<file path="config.mk">
export PLATFORM = sky130hd
export DESIGN_NAME = mul_div_unit
export DESIGN_NICKNAME = d
export VERILOG_FILES = /design/src/rtl/mul_div_unit.sv
export SDC_FILE = /design/constraint.sdc
export NUM_CORES = 1
export LEC_CHECK = 0
export ABC_AREA = 1
export CAP_MARGIN = 20
export CORE_ASPECT_RATIO = 1.75
export CORE_UTILIZATION = 50
export DETAILED_ROUTE_END_ITERATION = 8
export PLACE_DENSITY = 0.66
export SYNTH_ARGS = -nofsm -noshare
export SYNTH_HDL_FRONTEND = slang
export SYNTH_SLANG_ARGS = --single-unit
</file>
<file path="constraint.sdc">
create_clock -name clk -period 7.95 [get_ports clk]
set_clock_uncertainty 0.2 [all_clocks]
set_input_delay 1.1925 -clock clk [delete_from_list [all_inputs] [get_ports clk]]
set_output_delay 1.1925 -clock clk [all_outputs]
set_load 0.005 [all_outputs]
</file>
<file path="src/rtl/mul_div_unit.sv">
// Iterative signed multiply/divide unit producing the Z-high/Z-low pair.
// Multiply: radix-2 Booth, one bit per cycle, full 2*WIDTH product.
// Divide: restoring division on magnitudes, sign fix-up in FIX.
// Result and done appear 33 edges after the start edge; the DONE cycle
// also accepts a start so back-to-back operations are 34 edges apart.
// Ports:
//   clk, clr       : clock, asynchronous active-high reset
//   start, op      : begin operation (0 = multiply, 1 = divide)
//   a_in, b_in     : operand A (Y register), operand B (BusMuxOut)
//   zhi_output     : product high word or remainder
//   zlo_output     : product low word or quotient
//   busy, done     : in CALC/FIX, one-cycle result-valid pulse
//   div_zero       : last completed operation was a divide by zero
`timescale 1ns/1ps
module mul_div_unit #(
    parameter int unsigned WIDTH = 32,
    parameter int unsigned CNT_W = 6
) (
    input  logic             clk,
    input  logic             clr,
    input  logic             start,
    input  logic             op,
    input  logic [WIDTH-1:0] a_in,
    input  logic [WIDTH-1:0] b_in,
    output logic [WIDTH-1:0] zhi_output,
    output logic [WIDTH-1:0] zlo_output,
    output logic             busy,
    output logic             done,
    output logic             div_zero
);

    typedef enum logic [1:0] {IDLE, CALC, FIX, DONE} state_t;

    state_t           state_q, state_d;
    logic             load_c, step_c, fix_c;
    logic [CNT_W-1:0] cnt_q;

    // Operation context captured on the start edge
    logic             op_q;
    logic             a_neg_q;
    logic             q_neg_q;
    logic             dvz_q;
    logic [WIDTH-1:0] a_q;
    logic [WIDTH-1:0] m_q;

    // Shared working registers: Booth {hi, lo, bit} or divider {rem, quo}
    logic [WIDTH:0]   hi_q;
    logic [WIDTH-1:0] lo_q;
    logic             bit_q;

    logic [WIDTH:0]   m_ext, booth_sum, shifted, hi_step;
    logic [WIDTH-1:0] lo_step, a_mag, b_mag, zhi_fix, zlo_fix;
    logic             ge;

    // Next-state and control strobes
    always_comb begin
        state_d = state_q;
        load_c  = 1'b0;
        step_c  = 1'b0;
        fix_c   = 1'b0;
        case (state_q)
            IDLE: begin
                if (start) begin
                    state_d = CALC;
                    load_c  = 1'b1;
                end
            end
            CALC: begin
                step_c = 1'b1;
                if (cnt_q == CNT_W'(WIDTH - 1)) state_d = FIX;
            end
            FIX: begin
                fix_c   = 1'b1;
                state_d = DONE;
            end
            DONE: begin
                if (start) begin
                    state_d = CALC;
                    load_c  = 1'b1;
                end else begin
                    state_d = IDLE;
                end
            end
            default: state_d = IDLE;
        endcase
    end

    // Operand magnitudes for the divider
    always_comb begin
        a_mag = a_in[WIDTH-1] ? -a_in : a_in;
        b_mag = b_in[WIDTH-1] ? -b_in : b_in;
    end

    // One iteration of Booth or restoring division
    always_comb begin
        m_ext     = {m_q[WIDTH-1], m_q};
        booth_sum = hi_q;
        shifted   = {hi_q[WIDTH-1:0], lo_q[WIDTH-1]};
        ge        = (shifted >= {1'b0, m_q});
        hi_step   = hi_q;
        lo_step   = lo_q;
        if (!op_q) begin
            case ({lo_q[0], bit_q})
                2'b01:   booth_sum = hi_q + m_ext;
                2'b10:   booth_sum = hi_q - m_ext;
                default: booth_sum = hi_q;
            endcase
            // Arithmetic shift right of the {hi, lo, bit} chain; hi has a
            // guard bit so subtracting the most negative multiplicand fits.
            hi_step = {booth_sum[WIDTH], booth_sum[WIDTH:1]};
            lo_step = {booth_sum[0], lo_q[WIDTH-1:1]};
        end else begin
            hi_step = ge ? (shifted - {1'b0, m_q}) : shifted;
            lo_step = {lo_q[WIDTH-2:0], ge};
        end
    end

    // Final result with sign correction / divide-by-zero override
    always_comb begin
        zhi_fix = hi_q[WIDTH-1:0];
        zlo_fix = lo_q;
        if (op_q) begin
            if (dvz_q) begin
                zhi_fix = a_q;
                zlo_fix = '1;
            end else begin
                zhi_fix = a_neg_q ? -hi_q[WIDTH-1:0] : hi_q[WIDTH-1:0];
                zlo_fix = q_neg_q ? -lo_q : lo_q;
            end
        end
    end

    // State, datapath and registered outputs
    always_ff @(posedge clk or posedge clr) begin
        if (clr) begin
            state_q    <= IDLE;
            cnt_q      <= '0;
            op_q       <= 1'b0;
            a_neg_q    <= 1'b0;
            q_neg_q    <= 1'b0;
            dvz_q      <= 1'b0;
            a_q        <= '0;
            m_q        <= '0;
            hi_q       <= '0;
            lo_q       <= '0;
            bit_q      <= 1'b0;
            zhi_output <= '0;
            zlo_output <= '0;
            busy       <= 1'b0;
            done       <= 1'b0;
            div_zero   <= 1'b0;
        end else begin
            state_q <= state_d;
            busy    <= (state_d == CALC) || (state_d == FIX);
            done    <= (state_d == DONE);
            if (load_c) begin
                cnt_q   <= '0;
                op_q    <= op;
                a_q     <= a_in;
                a_neg_q <= a_in[WIDTH-1];
                q_neg_q <= a_in[WIDTH-1] ^ b_in[WIDTH-1];
                dvz_q   <= (b_in == '0);
                hi_q    <= '0;
                bit_q   <= 1'b0;
                m_q     <= op ? b_mag : b_in;
                lo_q    <= op ? a_mag : a_in;
            end else if (step_c) begin
                cnt_q <= cnt_q + CNT_W'(1);
                hi_q  <= hi_step;
                lo_q  <= lo_step;
                bit_q <= lo_q[0];
            end
            if (fix_c) begin
                zhi_output <= zhi_fix;
                zlo_output <= zlo_fix;
                div_zero   <= op_q & dvz_q;
            end
        end
    end

endmodule
</file>
==> results.tsv <==
metric	value	unit
outcome	completed	
worstSetupStartpointType	flip-flop	
core_area	36800	um^2
seqCellArea	5210	um^2
dr.pass1.iters	5	
rr_worst_depth	19	
cts-resized-gates	0	
rrSetupSlack	3.69	ns
fillCellCount	3763	
setup_viol	0	
crit_type	flip-flop to flip-flop	
min_period	4.26	ns
grt_overflow	0	
post-cts-setup-buffers	0	
synth_edf_count	0	
grt_max_degree	132	
power-per-cell-area	532	nW/um^2
cts_buffers	23	
critPathBufInv	5	
leakagePower	10.8	nW
route.detailed.drc	0	
finalCritPeriodShare	53.6	%
ant_nets	0	
multiInputGateArea	11400	um^2
synthTopCellsByCount	nand2_1, inv_1, nor2_1, a21oi_1, nand3_1	
synthDominantCellAreaShare	27.9	%
slew_violations	0	
clk_latency	0.56	ns
syn_inst	3041	
ys_seq_area_share	27.9	%
final.setup.tns	0	ns
cp_cell_sequence	inv_1 -> ha_1 -> buf_4 -> clkinv_1 -> nand2_1 -> o21ai_0 -> xor2_1 -> inv_1 -> ha_1 -> nand2_1 -> inv_1 -> a21oi_1 -> nand2_1 -> nand2_1 -> nand2_1 -> o21ai_0 -> a21oi_1 -> o21ai_1 -> nand2_1	
critPathRequiredTime	8.20	ns
rsz0062_at_grt	false	
root_buffer	clkbuf_16	
max_freq	235	MHz
wire_per_inst	19.8	um
tightest_slew	1.08	ns
port_buffers	134	
vdd_ir_drop_max	0.253	mV
die_area	38100	um^2
ys_types	54	
io_pins	135	
whs_endpoint	a_q[18]$_DFFE_PP0P_	
syn_area	18700	um^2
area_delta_synth_final	13.1	%
synth-async-reset-ratio	100	%
final_nets	3252	
hold_depth	2	
place_hpwl	54800	um
routed_wl	71300	um
crit_top_cell	nand2_1	
synth.area.top_cells	dfrtp_1, nand2_1, inv_1, a21oi_1, nor2_1	
yosysWarnings	0	
whs	0.288	ns
gp_congestion	1.00	
cts_htree_levels	1	
yosys.area.top_type	dfrtp_1	
cp-end-kind	flip-flop	
grt_pass1_wl	109000	um
cts_tree	done	
ctsHoldBuffers	0	
yosysMostFrequentCell	nand2_1	
antenna_found_initial	0	
hold_path_class	flip-flop to flip-flop	
dieWidth	148	um
grt_pass1_vias	20100	
initial_utilization	50.8	%
rows	93	
die_h	258	um
synth_area_per_cell	6.14	um^2
avgViaCountPerCell	5.70	
slew_headroom	27.9	%
yosys_most_used_dff	dfrtp_1	
crit_family	compound AO/OA/AOI/OAI gates	
crit_fanout	19	
clockBufferDepth	3	
worst_path_max_delay_cell	o21ai_0	
synth-seq-cells	208	
worstHoldStart	a_q[18]$_DFFE_PP0P_	
slowest_delay	0.48	ns
grtUsageTotal	37.3	%
synth_nets	3187	
drtIter0Drc	1479	
drive_above_1_share	3.91	%
vias	20500	
rr_startpoint	bit_q$_DFFE_PP0P_	
antenna_cells	0	
drv_cap	0	
arrival	4.51	ns
path_clk_slew	0.07	ns
hold_violations	0	
clkSinkCount	208	
r2r-end	hi_q[14]$_DFFE_PP0P_	
[sequential cells by signal (all words and copies together) (netlist names)]
| name | cells |
|---|---|
| dvz_q | 1 |
| a_q | 31 |
| a_neg_q | 1 |
| hi_q | 33 |
| q_neg_q | 1 |
| busy | 1 |
| done | 1 |
| lo_q | 32 |
| m_q | 32 |
| cnt_q | 6 |
| state_q | 2 |
| zlo_output | 32 |
| op_q | 1 |
| bit_q | 1 |
| div_zero | 1 |
| zhi_output | 32 |
[logic make-up (layout without fill, tap and decap cells)]
logic type,count (synthesis),count (layout),synth area share (%)
AND/OR/NAND/NOR,1591,1591,35.6
buffers and inverters,529,611,11.0
adder cells (fa/ha/maj),78,78,5.31
XOR/XNOR,92,92,4.32
AO/OA/AOI/OAI,543,543,15.9
flip-flops,208,208,27.9
[where the power goes]
part / total, mW / switching, mW / internal, mW
combinational: 7.84 / 5.24 / 2.60
clock: 1.15 / 0.497 / 0.648
sequential: 2.25 / 0.677 / 1.57
total: 11.2 / 6.41 / 4.82
[per-stage QoR]
step,power (mW),utilization [%],instances,worst slack (ns),instance area [um^2]
global route,12.1,57.4,3598,3.35,21100
global placement,9.83,55.2,3555,3.52,20300
floorplan,7.33,-,3041,0.877,18700
CTS,11.1,57.3,3597,3.73,21100
finish,11.2,57.4,3598,3.69,21100
detailed placement,9.92,55.2,3555,3.53,20300
[tightest hold or removal path: stages, from the launching register on]
cell and delay, ns:
dfrtp_1 0.35, nand2_1 0.05, o21ai_0 0.06
[worst max path at each step]
stage	from	to	slack [ns]	depth (start not counted)
3_3_place_gp	start	lo_q[23]$_DFFE_PP0P_	3.52	9
4_1_cts	bit_q$_DFFE_PP0P_	hi_q[31]$_DFFE_PP0P_	3.73	22
3_5_place_dp	start	lo_q[23]$_DFFE_PP0P_	3.53	9
2_1_floorplan	clr	a_neg_q$_DFFE_PP0P_	0.88	1
6_report	bit_q$_DFFE_PP0P_	hi_q[14]$_DFFE_PP0P_	3.69	19
5_1_grt	bit_q$_DFFE_PP0P_	hi_q[32]$_DFFE_PP0P_	3.35	20
[final cells by class]
class / instances / area share [%]
clock buffer: 31 / 3.06
clock inverter: 11 / 0.688
tap: 475 / 2.82
inverter: 411 / 7.36
sequential: 208 / 24.7
multi-input combinational: 2304 / 54.1
timing repair buffer: 158 / 7.30
[placed cells by master (no fill, tap or decap), types with 4 or more instances in the layout]
cell type	netlist	routed
nand2_1	877	877
inv_1	399	397
nor2_1	352	350
a21oi_1	278	278
nand3_1	221	221
dfrtp_1	208	207
o21ai_0	143	143
clkdlybuf4s50_1	0	134
xor2_1	81	81
ha_1	76	75
nor3_1	37	37
a31oi_1	24	24
clkbuf_16	0	23
buf_4	1	23
nand4_1	22	22
o211ai_1	19	19
nand3b_1	19	19
o21ai_1	15	15
nor2_2	14	14
o22ai_1	14	14
o21bai_1	14	14
or2_2	12	12
xnor2_1	11	11
nor4_1	11	11
nand2_2	8	8
clkinv_1	7	6
a311oi_1	6	6
inv_2	4	5
o31ai_1	5	5
a22oi_1	5	5
nor3_2	4	4
a221oi_1	4	4
clkbuf_8	0	4
clkbuf_1	82	4
[layer usage]
metal | GRT usage [%] | routed length (um) | share of wire (%) | vias to the layer above
met5 | 0 | 0 | 0 | -
met3 | 3.50 | 3500 | 4.9 | 272
li1 | - | - | - | 9914
met4 | 30.1 | 6440 | 9.0 | 0
met2 | 68.5 | 36500 | 51 | 817
met1 | 37.9 | 24800 | 35 | 9488
(Power assumes the default switching activity.)
